### src/rtl/mac_tx_frame_gen.sv
// mac_tx_frame_gen: counting-payload Ethernet test-frame source for mac_rgmii TX.
// Define MAC_TX_GEN_FCS_EN to append a hardware CRC-32 FCS to every frame.
module mac_tx_frame_gen #(
  parameter int IFG_CYCLES = 12,
  parameter int MAX_LEN    = 1500
) (
  input  logic        mac_tx_clk,
  input  logic        rst,
  input  logic        enable_i,
  input  logic [15:0] frame_num_i,
  input  logic [10:0] len_i,
  input  logic [47:0] dst_mac_i,
  input  logic [47:0] src_mac_i,
  input  logic [15:0] eth_type_i,
  output logic [7:0]  mac_tx_data,
  output logic        mac_tx_valid,
  output logic        mac_tx_sof,
  output logic        mac_tx_eof,
  output logic        busy_o,
  output logic        done_o,
  output logic [31:0] frame_cnt_o
);
  typedef enum logic [2:0] {
    S_IDLE,
    S_HDR,
    S_SEQ,
    S_PAY,
`ifdef MAC_TX_GEN_FCS_EN
    S_FCS,
`endif
    S_IFG
  } state_t;

  localparam logic [10:0] LMIN     = 11'd46;
  localparam logic [10:0] LMAX     = 11'(MAX_LEN);
  localparam logic [10:0] IFG_LAST = 11'(IFG_CYCLES - 1);

  state_t       r_state;
  state_t       w_state_n;
  logic [10:0]  r_cnt;
  logic [10:0]  w_cnt_n;
  logic [10:0]  r_len;
  logic [10:0]  w_len;
  logic [111:0] r_hdr;
  logic [111:0] w_hdr;
  logic [15:0]  r_run;
  logic         r_inf;
  logic [31:0]  r_frame_cnt;
  logic [7:0]   r_data;
  logic         r_valid;
  logic         r_sof;
  logic         r_eof;
  logic         r_done;
  logic [7:0]   w_data;
  logic         w_valid;
  logic         w_start;
  logic         w_eof;
  logic         w_done;

`ifdef MAC_TX_GEN_FCS_EN
  logic [31:0] r_crc;

  function automatic logic [31:0] crc_byte(
    input logic [31:0] c,
    input logic [7:0]  b
  );
    logic [31:0] r;
    r = c ^ {24'd0, b};
    for (int i = 0; i < 8; i++)
      r = r[0] ? ((r >> 1) ^ 32'hEDB8_8320) : (r >> 1);
    return r;
  endfunction
`endif

  assign w_len = (len_i < LMIN) ? LMIN :
                 (len_i > LMAX) ? LMAX : len_i;

  // First header byte comes straight from the inputs being latched.
  assign w_hdr = (r_state == S_HDR) ? r_hdr :
                 {dst_mac_i, src_mac_i, eth_type_i};

  always_comb begin
    w_state_n = r_state;
    w_cnt_n   = r_cnt + 11'd1;
    w_start   = 1'b0;
    w_done    = 1'b0;
    case (r_state)
      S_IDLE: begin
        w_cnt_n = '0;
        if (enable_i) begin
          w_state_n = S_HDR;
          w_start   = 1'b1;
        end
      end
      S_HDR: if (r_cnt == 11'd13) begin
        w_state_n = S_SEQ;
        w_cnt_n   = '0;
      end
      S_SEQ: if (r_cnt == 11'd3) begin
        w_state_n = S_PAY;
        w_cnt_n   = 11'd4;
      end
      S_PAY: if (r_cnt == r_len - 11'd1) begin
`ifdef MAC_TX_GEN_FCS_EN
        w_state_n = S_FCS;
`else
        w_state_n = S_IFG;
`endif
        w_cnt_n   = '0;
      end
`ifdef MAC_TX_GEN_FCS_EN
      S_FCS: if (r_cnt == 11'd3) begin
        w_state_n = S_IFG;
        w_cnt_n   = '0;
      end
`endif
      S_IFG: if (r_cnt == IFG_LAST) begin
        w_cnt_n = '0;
        if (!enable_i || (!r_inf && r_run == 16'd0)) begin
          w_state_n = S_IDLE;
          w_done    = 1'b1;
        end else begin
          w_state_n = S_HDR;
          w_start   = 1'b1;
        end
      end
      default: begin
        w_state_n = S_IDLE;
        w_cnt_n   = '0;
      end
    endcase

    w_data  = 8'h00;
    w_valid = 1'b0;
    w_eof   = 1'b0;
    case (w_state_n)
      S_HDR: begin
        w_valid = 1'b1;
        for (int i = 0; i < 14; i++)
          if (w_cnt_n[3:0] == 4'(i))
            w_data = w_hdr[111-8*i -: 8];
      end
      S_SEQ: begin
        w_valid = 1'b1;
        case (w_cnt_n[1:0])
          2'd0:    w_data = r_frame_cnt[31:24];
          2'd1:    w_data = r_frame_cnt[23:16];
          2'd2:    w_data = r_frame_cnt[15:8];
          default: w_data = r_frame_cnt[7:0];
        endcase
      end
      S_PAY: begin
        w_valid = 1'b1;
        w_data  = w_cnt_n[7:0];
`ifndef MAC_TX_GEN_FCS_EN
        w_eof   = (w_cnt_n == r_len - 11'd1);
`endif
      end
`ifdef MAC_TX_GEN_FCS_EN
      S_FCS: begin
        w_valid = 1'b1;
        w_eof   = (w_cnt_n == 11'd3);
        case (w_cnt_n[1:0])
          2'd0:    w_data = ~r_crc[7:0];
          2'd1:    w_data = ~r_crc[15:8];
          2'd2:    w_data = ~r_crc[23:16];
          default: w_data = ~r_crc[31:24];
        endcase
      end
`endif
      default: ;
    endcase
  end

  always_ff @(posedge mac_tx_clk) begin
    if (rst) begin
      r_state     <= S_IDLE;
      r_cnt       <= '0;
      r_len       <= LMIN;
      r_hdr       <= '0;
      r_run       <= '0;
      r_inf       <= 1'b0;
      r_frame_cnt <= '0;
      r_data      <= '0;
      r_valid     <= 1'b0;
      r_sof       <= 1'b0;
      r_eof       <= 1'b0;
      r_done      <= 1'b0;
    end else begin
      r_state <= w_state_n;
      r_cnt   <= w_cnt_n;
      r_data  <= w_data;
      r_valid <= w_valid;
      r_sof   <= w_start;
      r_eof   <= w_eof;
      r_done  <= w_done;
      if (w_start) begin
        r_len <= w_len;
        r_hdr <= {dst_mac_i, src_mac_i, eth_type_i};
      end
      if (w_start && r_state == S_IDLE) begin
        r_run <= frame_num_i;
        r_inf <= (frame_num_i == 16'd0);
      end else if (w_eof && !r_inf) begin
        r_run <= r_run - 16'd1;
      end
      if (w_eof)
        r_frame_cnt <= r_frame_cnt + 32'd1;
    end
  end

`ifdef MAC_TX_GEN_FCS_EN
  // CRC tracks each data byte as it is registered; held during FCS.
  always_ff @(posedge mac_tx_clk) begin
    if (rst)
      r_crc <= 32'hFFFF_FFFF;
    else if (w_state_n == S_HDR || w_state_n == S_SEQ ||
             w_state_n == S_PAY)
      r_crc <= crc_byte(w_start ? 32'hFFFF_FFFF : r_crc, w_data);
  end
`endif

  assign mac_tx_data  = r_data;
  assign mac_tx_valid = r_valid;
  assign mac_tx_sof   = r_sof;
  assign mac_tx_eof   = r_eof;
  assign busy_o       = (r_state != S_IDLE);
  assign done_o       = r_done;
  assign frame_cnt_o  = r_frame_cnt;

endmodule

### config.mk
export PLATFORM = sky130hd
export DESIGN_NAME = mac_tx_frame_gen
export DESIGN_NICKNAME = d
export VERILOG_FILES = /design/src/rtl/mac_tx_frame_gen.sv
export SDC_FILE = /design/constraint.sdc
export NUM_CORES = 1
export LEC_CHECK = 0
export ABC_AREA = 1
export BUFFER_PORTS_ARGS = -buffer_cell sky130_fd_sc_hd__clkbuf_2
export CORE_MARGIN = 5
export CORE_UTILIZATION = 42
export CTS_CLUSTER_SIZE = 10
export DETAILED_ROUTE_END_ITERATION = 10
export SLEW_MARGIN = 20
export SYNTH_ARGS = -nofsm -noshare
export SYNTH_HDL_FRONTEND = slang
export SYNTH_SLANG_ARGS = --single-unit
### constraint.sdc
create_clock -name mac_tx_clk -period 4.2 [get_ports mac_tx_clk]
set_input_delay 0.84 -clock mac_tx_clk [delete_from_list [all_inputs] [get_ports mac_tx_clk]]
set_output_delay 0.84 -clock mac_tx_clk [all_outputs]
set_load 0.03 [all_outputs]
## Yosys cells after proc, flatten, opt, wreduce, memory -nomap -nowiden

Cells that the tools add are included.

| storage, ports and cells | value |
|---|---|
| flip-flop bits (word level) | 198 |
| input bits | 142 |
| output and inout port bits | 45 |
| logic and storage cells | 102 |

| operators by class | value |
|---|---|
| add/subtract/negate cells | 4 |
| order comparisons | 2 |
| equality and inequality tests | 27 |
| multiplexer cells | 40 |
| bitwise logic cells | 2 |
| reductions and logical operators | 15 |

Operators with widths:

| operator | number |
|---|---|
| $mux W112 | 1 |
| $mux W8 | 14 |
| $mux W11 | 6 |
| $pmux W8 S3 | 2 |
| $pmux W11 S4 | 1 |
| $add A32 B1 Y32 const B | 1 |
| $logic_not A16 Y1 | 2 |
| $mux W16 | 2 |
| $eq A4 B4 Y1 const B | 6 |
| $eq A11 B11 Y1 | 2 |
| $eq A11 B4 Y1 const B | 2 |
| $eq A4 B3 Y1 const B | 4 |
| $sub A16 B1 Y16 const B | 1 |
| $mux W3 | 5 |
| $pmux W3 S5 | 1 |
| $eq A3 B2 Y1 const B | 4 |
| $add A11 B1 Y11 const B | 1 |
| $eq A11 B2 Y1 const B | 1 |
| $gt A11 B11 Y1 const B | 1 |
| $lt A11 B6 Y1 const B | 1 |
| $sub A11 B1 Y11 const B | 1 |
| $eq A4 B2 Y1 const B | 2 |
| $mux W1 | 7 |
| $eq A3 B1 Y1 const B | 2 |
| 15 further kinds | 20 |

## Longest topological paths before layout

| depth | value |
|---|---|
| depth in word-level cells | 20 |
| mapped depth | 30 |

## Worst setup path after synthesis

No wires, ideal clock.

| path | value |
|---|---|
| kind | register to register |
| from | reg r_len[0] |
| to | reg r_run[8] |
| arrival time | 2.973 ns |
| slack | 1.114 ns |
| cell stages (with the launch flop) | 27 |
| buffers on the path | 2 |
| cells stage by stage | dfxtp_1 > inv_2 > buf_2 > ha_1 > inv_1 > nand2_1 > nand2_1 > nand2_1 > nand2_1 > clkinv_1 > nand4_1 > nor3_2 > nand2_4 > nand2_4 > nand3_4 > nand3_2 > nand3b_1 > nand2_1 > nor3b_2 > nand2_1 > nor2_1 > nand3_2 > o21ai_4 > inv_2 > buf_2 > nor2_1 > nor2_1 |

| between the ends | value |
|---|---|
| longest elaborated chain between the ends | 8 |
| elaborated cells on any way between the ends | 11 |
| classes of those cells | 1 x add/sub; 3 x eq/ne; 5 x mux; 2 x reduce/logical |

RTL lines:

| element | line | source |
|---|---|---|
| start: declaration | 42 | `logic [10:0] r_len;` |
| start signal: assignment | 198 | `r_len <= w_len;` |
| $sub A11 B1 Y11 (*) | 103, 156 |  |
| $eq A11 B11 Y1 | 103 | `S_PAY: if (r_cnt == r_len - 11'd1) begin` |
| $mux W11 / $mux W3 (equally long branches) | 103 |  |
| $pmux W11 S4 / $pmux W3 S5 (equally long branches) | 87 | `case (r_state)` |
| $eq A11 B11 Y1 / $eq A3 B2 Y1 (equally long branches) | 156, 136 |  |
| $mux W1 (*) | 136 | `case (w_state_n)` |
| $logic_and A1 B1 Y1 (*) | 204 | `end else if (w_eof && !r_inf) begin` |
| $reduce_bool A2 Y1 (no line) (*) | - |  |
| end signal: assignment | 202 | `r_run <= frame_num_i;` |
| end signal: assignment | 205 | `r_run <= r_run - 16'd1;` |
| end: declaration | 46 | `logic [15:0] r_run;` |

Mark *: on every way between the ends. The rest lies on a longest branch, timed or not.
A chain may end at the register's enable or synchronous reset.

## Worst setup path after layout

| path | value |
|---|---|
| from | reg r_len[0] |
| to | reg r_data[4], in the netlist mac_tx_data[4] |

| between the ends | value |
|---|---|
| longest elaborated chain between the ends | 20 |
| elaborated cells on any way between the ends | 42 |
| classes of those cells | 1 x add/sub; 19 x eq/ne; 20 x mux; 2 x reduce/logical |

RTL lines:

| element | line | source |
|---|---|---|
| $sub A11 B1 Y11 (*) | 103 |  |
| $eq A11 B11 Y1 (*) | 103 |  |
| $mux W11 | 103 |  |
| $pmux W11 S4 | 87 |  |
| $logic_not A4 Y1 | 140 | `if (w_cnt_n[3:0] == 4'(i))` |
| $mux W8 (14 in series) | 140 |  |
| $pmux W8 S3 (*) | 136 |  |
| end signal: assignment | 192 | `r_data <= w_data;` |
| end: declaration | 49 | `logic [7:0] r_data;` |

Marks and branches as above.

==> impl_metrics.toml <==
[cts]
clock_latency_ns = 0.45
clock_sink_count = 198
cts_buffers = 17
cts_root_buffer = "clkbuf_16"
cts.clk_slew.worst_paths_ns = 0.08
clock_path_buffers = 2
htree_levels = 4
cts_tree = "built"
hold_buffers = 0

[synth]
syn_area_um2 = 11700
synth_seq_cells = 198
ys_types = 52
ys_seq_area_frac = 0.340
synthesis.nets = 2005
synth_edf_count = 0
ys.flop_type = "dfxtp_1"
synth.avg_cell_area_um2 = 6.28
yosysWarnings = 0
async_flop_share = 0
synthCells = 1858

[placed_design]
gp_congestion = 0.935
dp_hpwl_um = 28500
io_buffers = 186
dpl.cell_count = 2349

[setup_path]
cp.arrival_ns = 4.13
crit_path_start_kind = "flip-flop"
cp_max_fo = 12
critPathCaptureType = "flip-flop"
crit_type = "flip-flop to flip-flop"
critPathRequiredTime_ns = 4.49

[sta]
period_needed_ns = 3.84
worst_pin_slew_ns = 1.02
skew_ns = 0.0181
timing.fmax_ghz = 0.260
slew_violations = 0
finalSetupViolCount = 0
finalHoldViolations = 0
maxSlewHeadroom = 0.318
whs_ns = 0.452
period_share = 0.914
setup_tns_ns = 0
rsz0062_at_grt = "false"

[cells_and_area]
drive_gt1_frac = 0.156
stdcell_count = 2381
syn2layout_area_growth_pct = 15.4
diodes = 0
fin_nets = 2139

[floorplan]
die_h_um = 177
fp.dieArea_um2 = 31200
initial_utilization = 0.422
rows = 61
pin_count = 187
die_w_um = 177
core-area_um2 = 27600

[global_route]
grt_max_degree = 129
grt_overflow_total = 0
use_met1 = 0.358
grt_util_met2 = 0.403
grt_first_pass_wirelength_um = 63500
antenna_found_initial = 0
grt_pass1_vias = 11700
grt_use_total = 0.252
use_met3 = 0.0338
grt_busiest_layer = "met2"

[pwr]
power_density_nw_per_um2 = 337
power_mw = 4.53
irDropWorstVdd_uv = 227
power_leakage_nw = 5.92

[routing]
drt_iter0_drc = 1010
drt_pre_antenna_iters = 6
finalWirelength_um = 39900
avgViaCountPerCell = 5.28
num_vias = 12600
avgRoutedWirePerCell_um = 16.8
drc = 0
ant_nets = 0

[min_path]
hp-class = "flip-flop to flip-flop"

[job]
maxCapViolations = 0

[status]
status = "finished clean"
synthesized netlist by cell type, types with 25 or more instances:
master	number	area share
inv_1	112	0.036
nor2_1	304	0.098
nand2_1	499	0.16
nand4_1	25	0.013
clkbuf_1	74	0.024
or2_2	28	0.015
o211ai_1	27	0.017
dfxtp_1	198	0.34
nor3_1	33	0.014
o21ai_0	164	0.070
xor2_1	41	0.031
nand3_1	109	0.047
a21oi_1	98	0.042
layout make-up:
class	instances	area, µm²
Inverter	132	502
Clock inverter	13	140
Multi-Input combinational cell	1438	6860
Fill cell	2999	14200
Clock buffer	17	425
Sequential cell	198	3960
Timing Repair Buffer	205	1090
Tap cell	378	473
critical path, stage by stage, from the launching register on:
cell	delay (ns)
dfxtp_1	0.34
inv_2	0.17
ha_2	0.27
nand3_2	0.13
nor2_2	0.15
xor2_1	0.24
nand2_1	0.08
nand2_1	0.09
nor2_2	0.06
nand2_4	0.12
nand2_4	0.08
nand3_4	0.16
nand2_1	0.15
nor2_4	0.23
nand2_2	0.18
inv_2	0.17
nand3_1	0.09
nand2_1	0.10
nand3_1	0.09
nand2_1	0.09
nand3_1	0.09
a21boi_2	0.23
nand4_1	0.19
nand2_1	0.13
a21oi_1	0.06
metal layers:
layer	vias to the layer above	wire length (µm)
li1	6318	-
met1	5815	18300
met2	389	18500
met3	55	2190
met4	0	965
met5	-	0
cell usage in the layout, fill, tap and decap left out, types with 4 or more instances in the layout:
cell type / instances
nor2_1: 304
inv_6: 4
nand2_1: 499
ha_1: 4
inv_1: 111
dfxtp_1: 198
nand3_2: 5
nor4_1: 17
nand3_1: 109
clkbuf_2: 186
o21ai_0: 163
a21oi_1: 98
a31oi_1: 10
nor3_1: 32
xnor2_1: 8
or2_2: 28
clkbuf_16: 17
o211ai_1: 27
o21ai_1: 7
nor2_4: 7
nand4_1: 25
mux2i_1: 8
inv_2: 15
buf_4: 17
nor2_2: 6
o2111ai_1: 4
xor2_1: 41
power by group:
part | switching [mW] | total [mW] | internal [mW] | leakage, nW
clock | 0.839 | 1.62 | 0.786 | 0.273
sequential | 0.0752 | 2.08 | 2.00 | 1.63
combinational | 0.547 | 0.827 | 0.280 | 4.01
cells by family (layout without fill, tap and decap cells):
group	count (synthesis)	count (layout)	synth area share
compound gates	327	327	0.153
flops	198	198	0.340
xor+xnor	49	49	0.0368
mux	8	8	0.00687
fa+ha+maj	5	5	0.00536
buf+inv	222	367	0.0756
simple gates	1049	1049	0.382
timing repair:
item | in CTS | in global routing
hold endpoints to repair | 0 | 0
gates resized for setup | 0 | 6
setup endpoints to repair | 0 | 7
setup buffers | 0 | 2
worst paths after layout:
kind                                  from        endpoint  slack [ns]  cells after the start
worst max register to register    r_len[0]  mac_tx_data[4]        0.36                     24
worst min-delay path            r_hdr[111]      r_hdr[111]        0.45                      2
worst min register to register  r_hdr[111]      r_hdr[111]        0.45                      2
worst max-delay path              r_len[0]  mac_tx_data[4]        0.36                     24
sequential cells by signal, indices dropped and copies added, names as in the netlist:
name and count:
r_hdr 112, r_cnt 11, r_run 16, mac_tx_eof 1
r_len 11, mac_tx_data 8, mac_tx_sof 1, mac_tx_valid 1
r_state 3, r_inf 1, done_o 1, frame_cnt_o 32
through the flow:
stage / setup slack [ns] / utilization / area, µm²
2_1_floorplan: 1.11 / - / 11700
3_3_place_gp: 0.167 / 0.465 / 12800
3_5_place_dp: 0.0878 / 0.465 / 12800
4_1_cts: 0.0676 / 0.485 / 13400
5_1_grt: 0.0304 / 0.487 / 13500
6_report: 0.360 / 0.487 / 13500
No activity file was read; power rests on OpenSTA's default activity.
